## src/rtl/matrix_frame_scheduler.sv

```systemverilog
// matrix_frame_scheduler
//   Shares one LED-strip word serializer between two pixel-frame sources
//   (0 = letter renderer, 1 = overlay/status). Each frame is one zero start
//   word, NUM_PIXELS pixel words from the granted source, END_WORDS zero end
//   words, then HOLD_CYCLES idle cycles before the next arbitration.
//
// Ports
//   clk, reset_n            clock, async active-low reset
//   enable                  allows new frames (sampled in IDLE only)
//   req[1:0]                level-sensitive frame requests
//   grant[1:0]              one-hot owner of the active frame
//   srcN_data/valid/ready   pixel word handshake per source
//   word_data/valid/ready   word handshake towards the serializer
//   pixel_idx               next pixel index expected from the owner
//   letter_idx              current letter for source 0
//   frame_done              pulse on the cycle the last end word is accepted
//   busy                    state != IDLE
//
// state   | meaning
// --------+------------------------------------------------------------
// IDLE    | waiting for enable && req; arbitrates round robin
// START   | presenting the 32-bit zero start word
// PIXELS  | passing the owner's pixel words straight through
// END     | presenting END_WORDS zero end words
// HOLD    | idle gap of HOLD_CYCLES cycles, word_valid low

module matrix_frame_scheduler #(
  parameter int NUM_PIXELS  = 64,
  parameter int END_WORDS   = 2,
  parameter int HOLD_CYCLES = 1000,
  parameter int NUM_LETTERS = 4
) (
  input  logic        clk,
  input  logic        reset_n,
  input  logic        enable,
  input  logic [1:0]  req,
  output logic [1:0]  grant,
  input  logic [31:0] src0_data,
  input  logic        src0_valid,
  output logic        src0_ready,
  input  logic [31:0] src1_data,
  input  logic        src1_valid,
  output logic        src1_ready,
  output logic [31:0] word_data,
  output logic        word_valid,
  input  logic        word_ready,
  output logic [5:0]  pixel_idx,
  output logic [2:0]  letter_idx,
  output logic        frame_done,
  output logic        busy
);

  localparam int END_W     = (END_WORDS > 1) ? $clog2(END_WORDS) : 1;
  localparam int HOLD_W    = (HOLD_CYCLES > 1) ? $clog2(HOLD_CYCLES) : 1;
  localparam int HOLD_LOAD = (HOLD_CYCLES > 0) ? HOLD_CYCLES - 1 : 0;

  localparam logic [5:0]        PIX_LAST    = 6'(NUM_PIXELS - 1);
  localparam logic [END_W-1:0]  END_LAST    = END_W'(END_WORDS - 1);
  localparam logic [HOLD_W-1:0] HOLD_INIT   = HOLD_W'(HOLD_LOAD);
  localparam logic [2:0]        LETTER_LAST = 3'(NUM_LETTERS - 1);

  typedef enum logic [2:0] {
    S_IDLE   = 3'd0,
    S_START  = 3'd1,
    S_PIXELS = 3'd2,
    S_END    = 3'd3,
    S_HOLD   = 3'd4
  } state_t;

  state_t            state;
  logic              rr_last;
  logic [END_W-1:0]  end_cnt;
  logic [HOLD_W-1:0] hold_cnt;
  logic              arb_win;
  logic              xfer;
  logic              end_last_word;

  // Winner index: with both requesting, the source that did not win last time.
  always_comb begin
    arb_win = 1'b0;
    if (req == 2'b11) begin
      arb_win = ~rr_last;
    end else begin
      arb_win = req[1];
    end
  end

  // Word path. Start/end words are constant zero and the pixel phase is a
  // zero-latency pass-through, so holding stable under backpressure falls
  // out of the owner holding its own word stable.
  always_comb begin
    word_data  = 32'd0;
    word_valid = 1'b0;
    src0_ready = 1'b0;
    src1_ready = 1'b0;
    case (state)
      S_START, S_END: begin
        word_valid = 1'b1;
      end
      S_PIXELS: begin
        if (grant[1]) begin
          word_data  = src1_data;
          word_valid = src1_valid;
          src1_ready = word_ready;
        end else begin
          word_data  = src0_data;
          word_valid = src0_valid;
          src0_ready = word_ready;
        end
      end
      default: begin
      end
    endcase
  end

  assign xfer          = word_valid && word_ready;
  assign end_last_word = (state == S_END) && (end_cnt == END_LAST);
  assign frame_done    = end_last_word && word_ready;
  assign busy          = (state != S_IDLE);

  always_ff @(posedge clk or negedge reset_n) begin
    if (!reset_n) begin
      state      <= S_IDLE;
      grant      <= 2'b00;
      rr_last    <= 1'b1;
      pixel_idx  <= 6'd0;
      end_cnt    <= '0;
      hold_cnt   <= '0;
      letter_idx <= 3'd0;
    end else begin
      case (state)
        S_IDLE: begin
          if (enable && (req != 2'b00)) begin
            grant   <= arb_win ? 2'b10 : 2'b01;
            rr_last <= arb_win;
            state   <= S_START;
          end
        end

        S_START: begin
          if (xfer) begin
            pixel_idx <= 6'd0;
            state     <= S_PIXELS;
          end
        end

        S_PIXELS: begin
          if (xfer) begin
            if (pixel_idx == PIX_LAST) begin
              pixel_idx <= 6'd0;
              end_cnt   <= '0;
              state     <= S_END;
            end else begin
              pixel_idx <= pixel_idx + 6'd1;
            end
          end
        end

        S_END: begin
          if (xfer) begin
            if (end_cnt == END_LAST) begin
              grant <= 2'b00;
              if (grant[0]) begin
                letter_idx <= (letter_idx == LETTER_LAST) ? 3'd0 : letter_idx + 3'd1;
              end
              if (HOLD_CYCLES == 0) begin
                state <= S_IDLE;
              end else begin
                hold_cnt <= HOLD_INIT;
                state    <= S_HOLD;
              end
            end else begin
              end_cnt <= end_cnt + 1'b1;
            end
          end
        end

        S_HOLD: begin
          // Down-counter: HOLD_CYCLES cycles spent here, including terminal count.
          if (hold_cnt == '0) begin
            state <= S_IDLE;
          end else begin
            hold_cnt <= hold_cnt - 1'b1;
          end
        end

        default: begin
          state <= S_IDLE;
          grant <= 2'b00;
        end
      endcase
    end
  end

endmodule

```

## config.mk

```make
export PLATFORM = sky130hd
export DESIGN_NAME = matrix_frame_scheduler
export DESIGN_NICKNAME = d
export VERILOG_FILES = /design/src/rtl/matrix_frame_scheduler.sv
export SDC_FILE = /design/constraint.sdc
export NUM_CORES = 1
export LEC_CHECK = 0
export CAP_MARGIN = 10
export CORE_UTILIZATION = 34
export DETAILED_ROUTE_END_ITERATION = 8
export GPL_TIMING_DRIVEN = 0
export MAX_ROUTING_LAYER = met4
export PLACE_DENSITY = 0.77
export SLEW_MARGIN = 10
export SYNTH_ARGS = -nofsm -noshare
export SYNTH_HDL_FRONTEND = slang
export SYNTH_SLANG_ARGS = --single-unit
```

## constraint.sdc

```tcl
create_clock -name clk -period 1.8 [get_ports clk]
set_input_delay 0.36 -clock clk [delete_from_list [all_inputs] [get_ports clk]]
set_output_delay 0.36 -clock clk [all_outputs]
set_load 0.1 [all_outputs]
```

# Word level (Yosys, flattened, before mapping)
# Index checks and enable logic that the tools add are counted.
totals:
  register_bits: 26
  inputBits: 72
classes:
  mux: 36
  n_eq_ne: 15
  add_sub_neg: 4
  bitwise: 2
  reduce_logical: 20
ops:
  columns: ["op", "count"]
  rows:
  - ["$mux 32", 2]
  - ["$mux 10", 3]
  - ["$mux 3", 8]
  - ["$pmux 10 s2", 1]
  - ["$mux 6", 3]
  - ["$ne 2x2->1 const B", 8]
  - ["$reduce_and 4->1", 4]
  - ["$pmux 3 s5", 1]
  - ["$pmux 6 s2", 1]
  - ["$logic_not 10->1", 1]
  - ["$mux 1", 10]
  - ["$sub 10x1->10 const B", 1]
  - ["$eq 3x2->1 const B", 3]
  - ["$mux 2", 4]
  - ["$reduce_bool 2->1", 4]
  - ["$reduce_and 7->1", 1]
  - ["$add 6x1->6 const B", 1]
  - ["$eq 6x6->1 const B", 1]
  - ["$pmux 2 s3", 1]
  - ["$logic_and 1x1->1", 4]
  - ["$pmux 1 s2", 2]
  - ["$add 3x1->3 const B", 1]
  - ["$eq 3x1->1 const B", 1]
  - ["$eq 3x3->1 const B", 1]
  - ["other kinds (9)", 10]

# Depth between registers and ports, before layout
# Gate-level depths: netlist of the first run.
logic_depth:
  ltp_word: 6
  ltp_mapped: 6

# Worst setup path before layout of the first run
# Ideal clock, no wire load.
synth_timing:
  path_kind: "reg2out"
  from: "register grant[1]"
  to: "output port word_data[10]"
  path_stages_with_launch: 5
  arrival_time_ns: 3.132
  setup_slack_ns: -1.692
  path_buffers: 2
  cell_sequence: "dfrtp_1 > buf_2 > clkbuf_1 > mux2i_1 > nor2_1"
synth_via:
  elab_chain_cells: 2
synth_lines:
  columns: ["item", "line_no", "text"]
  rows:
  - ["start, declared", "37", "output logic [1:0] grant,"]
  - ["start signal, assigned", "134", "grant <= arb_win ? 2'b10 : 2'b01;"]
  - ["$mux 32", "101", "if (grant[1]) begin"]
  - ["$mux 32", "96", "case (state)"]
  - ["end, declared", "44", "output logic [31:0] word_data,"]
# Every way passes these cells.

# Worst setup path after layout of the first run
layout_timing:
  from: "register state[0]"
  to: "register hold_cnt[5]"
layout_via:
  elab_chain_cells: 6
  elab_cells_between_ends: 13
  classes_between: "7 x eq/ne; 2 x mux; 4 x reduce/logical"
layout_lines:
  columns: ["item", "line_no", "text"]
  rows:
  - ["start, declared", "70", "state_t state;"]
  - ["start signal, assigned", "123", "state <= S_IDLE;"]
  - ["start signal, assigned", "136", "state <= S_START;"]
  - ["start signal, assigned", "143", "state <= S_PIXELS;"]
  - ["$eq 3x2->1 or $eq 3x1->1 (tied branches)", "96, 131", null]
  - ["$reduce_or 2->1", "96", null]
  - ["$pmux 1 s2", "96", null]
  - ["$logic_and 1x1->1", "116", "assign xfer = word_valid && word_ready;"]
  - ["$ne 2x2->1 (no line)", null, null]
  - ["$reduce_and 4->1 (no line)", null, null]
  - ["end signal, assigned", "183", "hold_cnt <= hold_cnt - 1'b1;"]
  - ["end, declared", "73", "logic [HOLD_W-1:0] hold_cnt;"]
# Parallel ways exist; a longest one is shown, timed or not.
# A chain may end at the register's enable or synchronous reset.

==> out/qor.csv, run 1 <==
metric;value;unit
synthesized cell area;0.00192;mm²
Slew @ Worst Pin;0.608;ns
commonest non-fill, non-tap cell in the layout;clkdlybuf4s50_1;
ant diodes;0;
vias in the first global route;2395;
port buffer count;118;
CP arrival;2.45;ns
antenna violations before repair;0;
xor/xnor cell area share of the yosys netlist;0;
Synth Area per Inst;8.43;µm²
FF+latch count, synth;26;
DRT iter0 DRCs;51;
share of cells above drive strength 1;0.429;
Cells after DPL;418;
f_max;0.436;GHz
worst hold path class;input port to async pin;
first-pass GRT wire length;12800;µm
routed len/inst;19.1;µm
H-tree level count;1;
ratio of final minimum period to clock period;1.27;
CTS tree;done;
Final setup violation count;45;
Synth Area in Compound Gates;0.157;
Worst R2R Path Depth;7;
Root Driver;clkbuf_8;
post-route ant nets;0;
Post-synth EDFFs;0;
DRC viols;0;
power per cell area;1830;mW/mm²
syn nets;304;
Die Ht;77.2;µm
Worst-path clk slew;0.09;ns
Max Root-Sink Buffers;2;
startpoint types;flop;
Setup CP Type;flop to flop;
unrepaired setup endpoints after global routing;true;
Yosys cell types;46;
DIE WIDTH;77.2;µm
Slew HR;0.594;
Max Transition Viols Final;0;
Worst Path Required;1.96;ns
CP Capture Type;flop;
Synth-to-Final Area Change;131;%
yosys warns;0;
row count;27;
CP Max Fanout;4;
DR vias/cell;5.31;
pin count of the biggest net entering global routing;27;
pre-CTS setup slack;-1.18;ns
FFs w/ async S/R, synth;1.00;
routability congestion estimate;0.893;
DRT Wirelength;8540;µm
grt ovf;0;
drt first pass iters;4;
most frequent cells in the layout;69 x clkdlybuf4s50_1, 38 x buf_12, 34 x nor2_4, 32 x mux2i_1;
Clock Sinks;26;
Final Hold Vio Count;0;
core area;0.00547;mm²
Total GRT Usage;0.283;
static leakage power;1.76;nW
total of max-cap violations;0;
Initial Utilization;0.351;
failing checks;setup timing;
post-synthesis mux area share;0.184;
final non-filler cell total;447;
Synth Area in Adders;0.0260;
reg-to-reg slack, setup;-0.49;ns
largest family of logic cells by synthesized area;simple AND/OR/NAND/NOR gates;
Final Skew;0.00706;ns
number of nets in the layout;452;
DR vias;2375;
status;complete, but fails checks;
HPWL after DPL;5280;µm
hold buffers post-CTS;0;
Syn Inst Count;228;
CTS buffer count;3;
minimum clock period;2.29;ns
final setup margin;-0.492;ns
Worst-Skew Late Latency;0.27;ns
number of I/O pins;120;
Post-Synth Simple-Gate Area;0.252;
R2R Path Start;state[0];
Max IR drop VDD;1.18;mV
Seq/Total Area, Yosys;0.339;
reg2reg end;hold_cnt[5];
Top FF cell, synth;dfrtp_1;
die area;0.00596;mm²
-- through the flow --
stage                     instance area (µm²)  setup TNS, ns  hold slack, ns  power (W)  utilization
final                                    4440         -16.52          0.0890    0.00813        0.812
after detailed placement                 3590         -42.58           0.510    0.00617        0.655
after global routing                     4440         -18.66           0.117    0.00842        0.812
after global placement                   3590         -42.43           0.497    0.00612        0.655
after floorplan                          2310         -10.43          0.0644    0.00510            -
after CTS                                4230         -15.41           0.502    0.00772        0.774
-- state kept, by name, indices dropped and copies added, names as in the netlist --
| signal | cells |
|---|---|
| hold_cnt | 10 |
| state | 3 |
| end_cnt | 1 |
| rr_last | 1 |
| letter_idx | 3 |
| pixel_idx | 6 |
| grant | 2 |
-- Yosys cell counts (2+ instances only) --
cell type  count  share of area
dfrtp_1       25           0.33
and3_1         4          0.013
nand2_1        9          0.018
inv_1          7          0.014
a21boi_0       2         0.0078
mux2_1         2          0.012
or3b_1         3          0.014
clkbuf_1      10          0.020
a21o_1         4          0.016
o21ai_0        2         0.0052
or3_1          5          0.016
nand3_1        8          0.021
and2_1         2         0.0065
o211ai_1       2         0.0078
o21ai_1        9          0.023
mux2i_1       32           0.17
ha_1           4          0.026
nor3_1         5          0.013
a21oi_1       11          0.029
nor2_1        41          0.080
or4_1          2         0.0078
or2_1          3         0.0098
nor3b_1        2         0.0078
or2_2          3         0.0098
a31oi_1        4          0.013
inv_2          2         0.0039
o31ai_1        6          0.023
-- routing by layer --
metal	vias up	wire (µm)	track usage
met5	-	0	-
met4	0	220	0.0849
met2	95	4730	0.539
met3	17	490	0.0643
met1	1148	3090	0.282
li1	1115	-	-
-- worst max-delay path: stages (launching register included) --
cell and delay [ns]:
dfrtp_1 0.42, buf_4 0.15, buf_6 0.11, buf_4 0.13, or3b_4 0.42, or4_4 0.47
o21ai_2 0.12, or3b_1 0.36
-- worst max-delay path by stage --
stage,startpoint,end,cells past startpoint
6_report,state[0],hold_cnt[5],7
5_1_grt,state[0],hold_cnt[5],7
4_1_cts,state[1],word_data[18],6
3_5_place_dp,state[2],word_data[6],6
3_3_place_gp,state[1],word_data[6],6
2_1_floorplan,state[2],word_data[0],5
-- cell type report --
class,instances,area [µm²]
Sequential cell,26,662
Tap cell,72,90.1
Multi-Input combinational cell,181,1600
Buffer,11,176
Clock buffer,4,55.1
Inverter,9,41.3
Timing Repair Buffer,144,1820
Fill cell,324,1030
-- cell families after synthesis --
group,Yosys count
buffers and inverters,21
flip-flops,26
multiplexers,35
adder cells (fa/ha/maj),4
AO/OA/AOI/OAI,47
AND/OR/NAND/NOR,95
-- where the power goes --
part | internal, W | leakage, nW | switching [W] | total [W]
Combinational | 0.00264 | 1.44 | 0.00414 | 0.00678
Clock | 0.000196 | 0.0288 | 0.000187 | 0.000383
Sequential | 0.000772 | 0.291 | 0.000198 | 0.000971
-- timing repair --
item | 4_1_cts | 5_1_grt
buffers inserted | 9 | 13
pin swaps | 2 | 11
gates cloned | 4 | 0
endpoints found under the setup margin | 55 | 47
resized for setup | 380 | 32
(Power assumes the default switching activity.)
==> run 2, diff against run 1 <==
CAP_MARGIN = default   (was 10)
==> results of run 2 <==
The final DEF is identical to that of run 1; final timing and power are the same.
